--- config.mk ---
export PLATFORM = sky130hd
export DESIGN_NAME = status_cond_unit
export DESIGN_NICKNAME = d
export VERILOG_FILES = /design/src/rtl/status_cond_unit.sv
export SDC_FILE = /design/constraint.sdc
export NUM_CORES = 1
export LEC_CHECK = 0
export CAP_MARGIN = 20
export CORE_AREA = 4 4 41 43
export CTS_BUF_LIST = sky130_fd_sc_hd__clkbuf_16
export DETAILED_ROUTE_END_ITERATION = 7
export DIE_AREA = 0 0 45 47
export PLACE_DENSITY = 0.59
export SYNTH_ARGS = -nofsm -noshare
export SYNTH_HDL_FRONTEND = slang
export SYNTH_SLANG_ARGS = --single-unit
--- constraint.sdc ---
create_clock -name clk -period 2.41 [get_ports clk]
set_input_delay 0.482 -clock clk [delete_from_list [all_inputs] [get_ports clk]]
set_output_delay 0.482 -clock clk [all_outputs]
set_load 0.005 [all_outputs]
--- src/rtl/status_cond_unit.sv ---
// Status register {N,Z,C,V} and ARM condition-code evaluation for the ID stage.
// Optional macro STATUS_FWD_EN: forward EXE flags to ID instead of requesting a stall.
module status_cond_unit (
    input  logic       clk,
    input  logic       rst,
    input  logic       freeze,
    input  logic       s_we,
    input  logic [3:0] s_b,
    input  logic       id_valid,
    input  logic [3:0] cond,
    output logic [3:0] sr,
    output logic       carry,
    output logic       cond_ok,
    output logic       flag_hazard
);

    localparam logic [3:0] COND_AL = 4'b1110;

    logic [3:0] eff_flags;
    logic       flag_n;
    logic       flag_z;
    logic       flag_c;
    logic       flag_v;
    logic       pass;

    always_ff @(posedge clk or negedge rst) begin
        if (!rst) begin
            sr <= 4'b0000;
        end else if (s_we && !freeze) begin
            sr <= s_b;
        end
    end

    assign carry = sr[1];

`ifdef STATUS_FWD_EN
    // EXE flags are presented even under freeze: the producer is re-issued next cycle.
    assign eff_flags   = s_we ? s_b : sr;
    assign flag_hazard = 1'b0;
`else
    assign eff_flags   = sr;
    assign flag_hazard = s_we & id_valid & (cond != COND_AL);
`endif

    assign flag_n = eff_flags[3];
    assign flag_z = eff_flags[2];
    assign flag_c = eff_flags[1];
    assign flag_v = eff_flags[0];

    always_comb begin
        pass = 1'b0;
        case (cond)
            4'b0000: pass = flag_z;
            4'b0001: pass = ~flag_z;
            4'b0010: pass = flag_c;
            4'b0011: pass = ~flag_c;
            4'b0100: pass = flag_n;
            4'b0101: pass = ~flag_n;
            4'b0110: pass = flag_v;
            4'b0111: pass = ~flag_v;
            4'b1000: pass = flag_c & ~flag_z;
            4'b1001: pass = ~flag_c | flag_z;
            4'b1010: pass = (flag_n == flag_v);
            4'b1011: pass = (flag_n != flag_v);
            4'b1100: pass = ~flag_z & (flag_n == flag_v);
            4'b1101: pass = flag_z | (flag_n != flag_v);
            4'b1110: pass = 1'b1;
            default: pass = 1'b0;
        endcase
    end

    assign cond_ok = id_valid & pass;

endmodule
==> results.cfg, run 1 <==
[cells_and_area]
syn_to_final_growth_pct = 100
drive_above_1_share_pct = 31.9
largest_register_ffs = 4
n_antenna_cell = 0
final_nets = 84
stdcell_count = 84
final_core_util_pct = 56.7
final_area_um2 = 738
regMostFlops = sr
reg_top3 = sr (4)

[floorplanning]
fp.dieW_um = 45
ios = 20
initial_core_util_pct = 28.4
coreArea_um2 = 1300
row_count = 13
fp.dieH_um = 47
die_area_um2 = 2120

[yosys]
netlist_area_um2 = 369
synth_fp_nets = 52
syn_avg_cell_area_um2 = 9.46
ys_warn_count = 0
synth.distinct_cells = 27
yosysSeqAreaShare_pct = 27.1
synthCells = 39
synth-seq-cells = 4

[sta]
grt_setup_unrepaired = no
fin_hold_ws_ns = 0.458
hold_viol = 0
post-route-period-util_pct = 94.8
final.setup.tns_ns = 0
layout_setup_ws_ns = 0.126
final-setup-viol-count = 0
min_period_ns = 2.28
slew_headroom_pct = 77.3
max_freq_mhz = 438
tightest_slew_ns = 0.340
maxSlewViolCount = 0
fin_skew_ns = 0

[worst_setup_path]
reg2regPathDepth = 2
crit_chain = clkdlybuf4s50_1 > and3b_1 > a21oi_1 > or3_1 > a41oi_2 > buf_2
crit_fanout = 3
critPathLaunchType = input port
slowest_delay_ns = 0.45
endpoint_kind = output port
critPathSlowestCell = clkdlybuf4s50_1
rrSetupSlack_ns = 1.42
worstPathArrival_ns = 1.80
cp.required_ns = 1.93
regToRegStartpoint = sr[3]$_DFFE_PN0P_
timing.rr.end = sr[3]$_DFFE_PN0P_
worstSetupPathType = in -> out

[global_route]
use_met3_pct = 2.30
grt_overflow = 0
grt.busiest_layer = met2
grt_pass1_wl_um = 1710
grtUsageTotal_pct = 11.7
grt.met1_usage_pct = 14.1
grt_pass1_vias = 407
use_met2_pct = 17.5
grt_max_degree = 7
antenna_found_initial = 0

[power]
p_leak_nw = 0.333
finalPower_mw = 0.488
vdd_drop_max_v = 0.000444
power_density_nw_per_um2 = 661

[routing]
first_pass_iters = 2
viasPerCell = 5.02
vias = 422
postRouteAntennaNets = 0
drt_iter0_markers = 2
post_drt_wl_per_cell_um = 12.5
drcViolationCount = 0
routed_wl_um = 1050

[placed_design]
io_buffers = 19
hpwl_um = 809
dp_slack_ns = -0.502
finalWeightedCongestion = 0.890
dp.cells = 81
placed_area_um2 = 641

[clocking]
cts_hold_repair.buffers = 0
cts_sinks = 4
cts_tree = built
clkTransAtPathRegs_ns = 0.03
htreeDepth = 1
cts_buffers = 3
cts_root_buf = clkbuf_16
clock_latency_ns = 0.23
clk_path_buf_depth = 2

[run_status]
status = completed

[min_path]
hold_class = in -> async

[run]
max-cap-violations = 0
-- layout make-up --
type / count / area, µm²
Clock buffer: 3 / 75.1
Tap cell: 15 / 18.8
Inverter: 2 / 7.51
Sequential cell: 4 / 100
Fill cell: 130 / 563
Timing Repair Buffer: 31 / 270
Multi-Input combinational cell: 29 / 267
-- synthesized netlist by cell type, drive strengths merged --
cell | number | area, µm²
inv | 2 | 7.51
mux2i | 3 | 30.0
a21boi | 1 | 7.51
a21oi | 2 | 10.0
or4b | 1 | 10.0
buf | 3 | 23.8
nor4b | 1 | 8.76
o311a | 1 | 10.0
nor3b | 1 | 7.51
nand2 | 3 | 11.3
nand4 | 1 | 6.26
o2111ai | 1 | 8.76
dfrtp | 4 | 100
nor2b | 1 | 6.26
o32ai | 1 | 8.76
xnor2 | 1 | 8.76
a211oi | 1 | 7.51
or3 | 1 | 6.26
and3b | 1 | 8.76
o311ai | 1 | 8.76
a41oi | 1 | 8.76
nor2 | 1 | 3.75
mux2 | 4 | 45.0
clkbuf | 1 | 3.75
a2111o | 1 | 11.3
-- worst max path at each step --
stage,cells past startpoint,to,start
5_1_grt,6,cond_ok,cond[3]
2_1_floorplan,5,cond_ok,cond[3]
6_report,6,cond_ok,cond[0]
4_1_cts,6,cond_ok,cond[0]
3_3_place_gp,7,cond_ok,cond[1]
3_5_place_dp,6,cond_ok,cond[1]
-- placed cells by master, fill, tap and decap left out --
master	Yosys	layout
buf_2	1	1
nor3b_1	1	1
mux2i_1	3	3
or4b_4	0	1
o2111ai_1	1	1
clkbuf_2	0	1
a2111o_1	1	1
buf_4	1	12
nor2_1	1	1
xnor2_2	0	1
o311ai_2	0	1
a211oi_1	1	1
inv_1	2	2
and3b_1	1	1
clkbuf_16	0	3
a41oi_2	0	1
nor2b_1	1	1
mux2_1	4	4
clkdlybuf4s50_1	0	14
o32ai_1	1	1
dlygate4sd2_1	0	2
a21oi_1	2	2
dlymetal6s2s_1	0	1
o311a_1	1	1
a21boi_0	1	1
nand4_1	1	1
nor4b_2	0	1
or3_1	1	1
nand2_1	3	3
dfrtp_1	4	4
-- per-layer routing --
metal  part of all wire, %  routed length [µm]
met1                    43                 453
met5                     0                   0
met4                   2.3                  24
met2                    48                 505
met3                   6.4                  67
-- cells by family (layout without fill, tap and decap cells) --
| kind of cell | Yosys count | after routing | synth area share, % |
|---|---|---|---|
| and+or+nand+nor | 11 | 11 | 18.6 |
| AOI/OAI and AO/OA | 10 | 10 | 22.0 |
| muxes | 7 | 7 | 20.3 |
| buffers and inverters | 6 | 36 | 9.49 |
| DFF | 4 | 4 | 27.1 |
| xor gates and xnor gates | 1 | 1 | 2.37 |
-- critical path: cells and delay by family --
kind                   cells  cell delay (ns)
AOI/OAI and AO/OA          2             0.20
and+or+nand+nor            2             0.54
buffers and inverters      2             0.58
-- power breakdown --
part | internal [mW] | total, mW | switching (mW) | leakage [nW]
Combinational | 0.0888 | 0.136 | 0.0477 | 0.249
Clock | 0.212 | 0.260 | 0.0478 | 0.0370
Sequential | 0.0776 | 0.0919 | 0.0142 | 0.0469
-- what timing repair did --
action                                 4_1_cts  5_1_grt
endpoints found under the hold margin        0        0
resized for setup                            5       10
pin swaps                                    1        1
setup endpoints to repair                    2        2
buffers inserted                             0        0
Note: power is estimated with default switching activity, not from simulation.
==> run 2, diff against run 1 <==
==> constraint.sdc (replaced) <==
create_clock -name clk -period 2.41 [get_ports clk]
set_input_delay 0.6025 -clock clk [delete_from_list [all_inputs] [get_ports clk]]
set_output_delay 0.6025 -clock clk [all_outputs]
set_load 0.005 [all_outputs]
==> run 2 against run 1 <==
Net effect: non-clock buffer count increased by 2; largest cell class is now multi-input gates; global-route usage decreased by 0.25 points; power increased by 2.2%; hold slack improved by 0.13 ns; via count increased by 1.9%; critical endpoint unchanged; critical path type unchanged.
==> results.cfg, run 2 (synthesized netlist as in run 1, its figures left out) <==
[run_status]
status = completed

[worst_setup_path]
endpoint_kind = output port
crit_fanout = 4
slowest_delay_ns = 0.54
critPathSlowestCell = or4b_4
path_depth = 6
critPathBufInv = 2
worstPathArrival_ns = 1.76
cp.required_ns = 1.81
worstSetupPathType = in -> out
cp_top_family = simple AND/OR/NAND/NOR gates
reg2regPathDepth = 2
critPathLaunchType = input port
crit_chain = buf_8 > or4b_4 > o311ai_4 > o32ai_2 > a41oi_2 > buf_2

[global_route]
grtUsageTotal_pct = 11.4
use_met3_pct = 3.07
grt_pass1_vias = 425
grt_max_degree = 7
grt.busiest_layer = met2
antenna_found_initial = 0
use_met2_pct = 20.1
grt_overflow = 0
grt_pass1_wl_um = 1740
grt.met1_usage_pct = 12.9

[sta]
hold_viol = 0
tightest_slew_ns = 0.341
min_period_ns = 2.36
post-route-period-util_pct = 98.0
final-setup-viol-count = 0
maxSlewViolCount = 0
fin_skew_ns = 0
layout_setup_ws_ns = 0.0485
fin_hold_ws_ns = 0.592
slew_headroom_pct = 77.2
max_freq_mhz = 423

[cells_and_area]
syn_to_final_growth_pct = 113
final_core_util_pct = 60.3
drive_above_1_share_pct = 40.8
final_nets = 86
largest_register_ffs = 4
reg_top3 = sr (4)
regMostFlops = sr
stdcell_count = 86
final_cell_mix = clkdlybuf4s50_1, buf_4, mux2_1, dfrtp_1
n_antenna_cell = 0
n_fill_cell = 124
layout_commonest_cell = clkdlybuf4s50_1

[min_path]
hold_class = in -> async

[clocking]
clk_path_buf_depth = 2
cts_root_buf = clkbuf_16
cts_buffers = 3
cts_tree = built
clock_latency_ns = 0.22
cts_sinks = 4
htreeDepth = 1
cts_hold_repair.buffers = 0
clkTransAtPathRegs_ns = 0.03

[routing]
first_pass_iters = 4
drcViolationCount = 0
post_drt_wl_per_cell_um = 14.1
postRouteAntennaNets = 0
viasPerCell = 5.00
drt_iter0_markers = 5
vias = 430
routed_wl_um = 1210

[placed_design]
dp_slack_ns = -0.789
finalWeightedCongestion = 0.899
dp.cells = 81
io_buffers = 19
hpwl_um = 860

[floorplanning]
fp.dieW_um = 45
die_area_um2 = 2120
ios = 20
initial_core_util_pct = 28.4
coreArea_um2 = 1300
row_count = 13
fp.dieH_um = 47

[run]
max-cap-violations = 0

[power]
p_leak_nw = 0.342
vdd_drop_max_v = 0.000646
power_density_nw_per_um2 = 636
[run 2: changes by cell type in the layout (fill, tap and decap cells not counted), sizes merged]
cell,change
buf,+5
clkbuf,-1
clkdlybuf4s50,-1
dlymetal6s2s,-1
[run 2: routing by layer]
metal | vias to the layer above | share of wire (%)
li1 | 216 | -
met1 | 198 | 39
met2 | 14 | 53
met3 | 2 | 6.0
met4 | 0 | 1.6
met5 | - | 0
[run 2: timing repair]
action,4_1_cts,5_1_grt
resized for setup,19,13
setup endpoints to repair,2,1
pin swaps,5,4
buffers inserted,0,2
[run 2: final cells by class]
class                           instances  area, µm²  area share (%)
Timing Repair Buffer                   33        290            37.0
Tap cell                               15       18.8            2.39
Inverter                                2       7.51           0.957
Sequential cell                         4        100            12.8
Clock buffer                            3       75.1            9.57
Multi-Input combinational cell         29        293            37.3
[run 2: path summary, 6_finish.rpt]
kind                                   start                end  slack, ns
min in group clk           sr[1]$_DFFE_PN0P_  sr[1]$_DFFE_PN0P_       0.60
setup / recovery                     cond[1]            cond_ok       0.05
hold reg to reg            sr[1]$_DFFE_PN0P_  sr[1]$_DFFE_PN0P_       0.60
max in group asynchronous                rst  sr[0]$_DFFE_PN0P_       1.64
hold / removal                           rst  sr[2]$_DFFE_PN0P_       0.59
setup reg to reg           sr[3]$_DFFE_PN0P_  sr[3]$_DFFE_PN0P_       1.41
[run 2: worst register-to-register path, cell delays in order, from the launching register on]
cell	delay, ns
dfrtp_1	0.44
buf_4	0.17
mux2_1	0.27
[run 2: report_power, final]
part           switching (mW)  internal (mW)  leakage, nW
combinational          0.0547         0.0966        0.258
sequential             0.0158         0.0776       0.0469
clock                  0.0426          0.212       0.0370
total                   0.113          0.386        0.342
[run 2: per-stage QoR]
stage,area [µm²],power [mW],setup TNS (ns)
finish,785,0.499,0
floorplan,369,0.141,0
global route,785,0.522,-0.0526
detailed placement,641,0.223,-1.26
CTS,711,0.480,0
global placement,641,0.224,-1.23
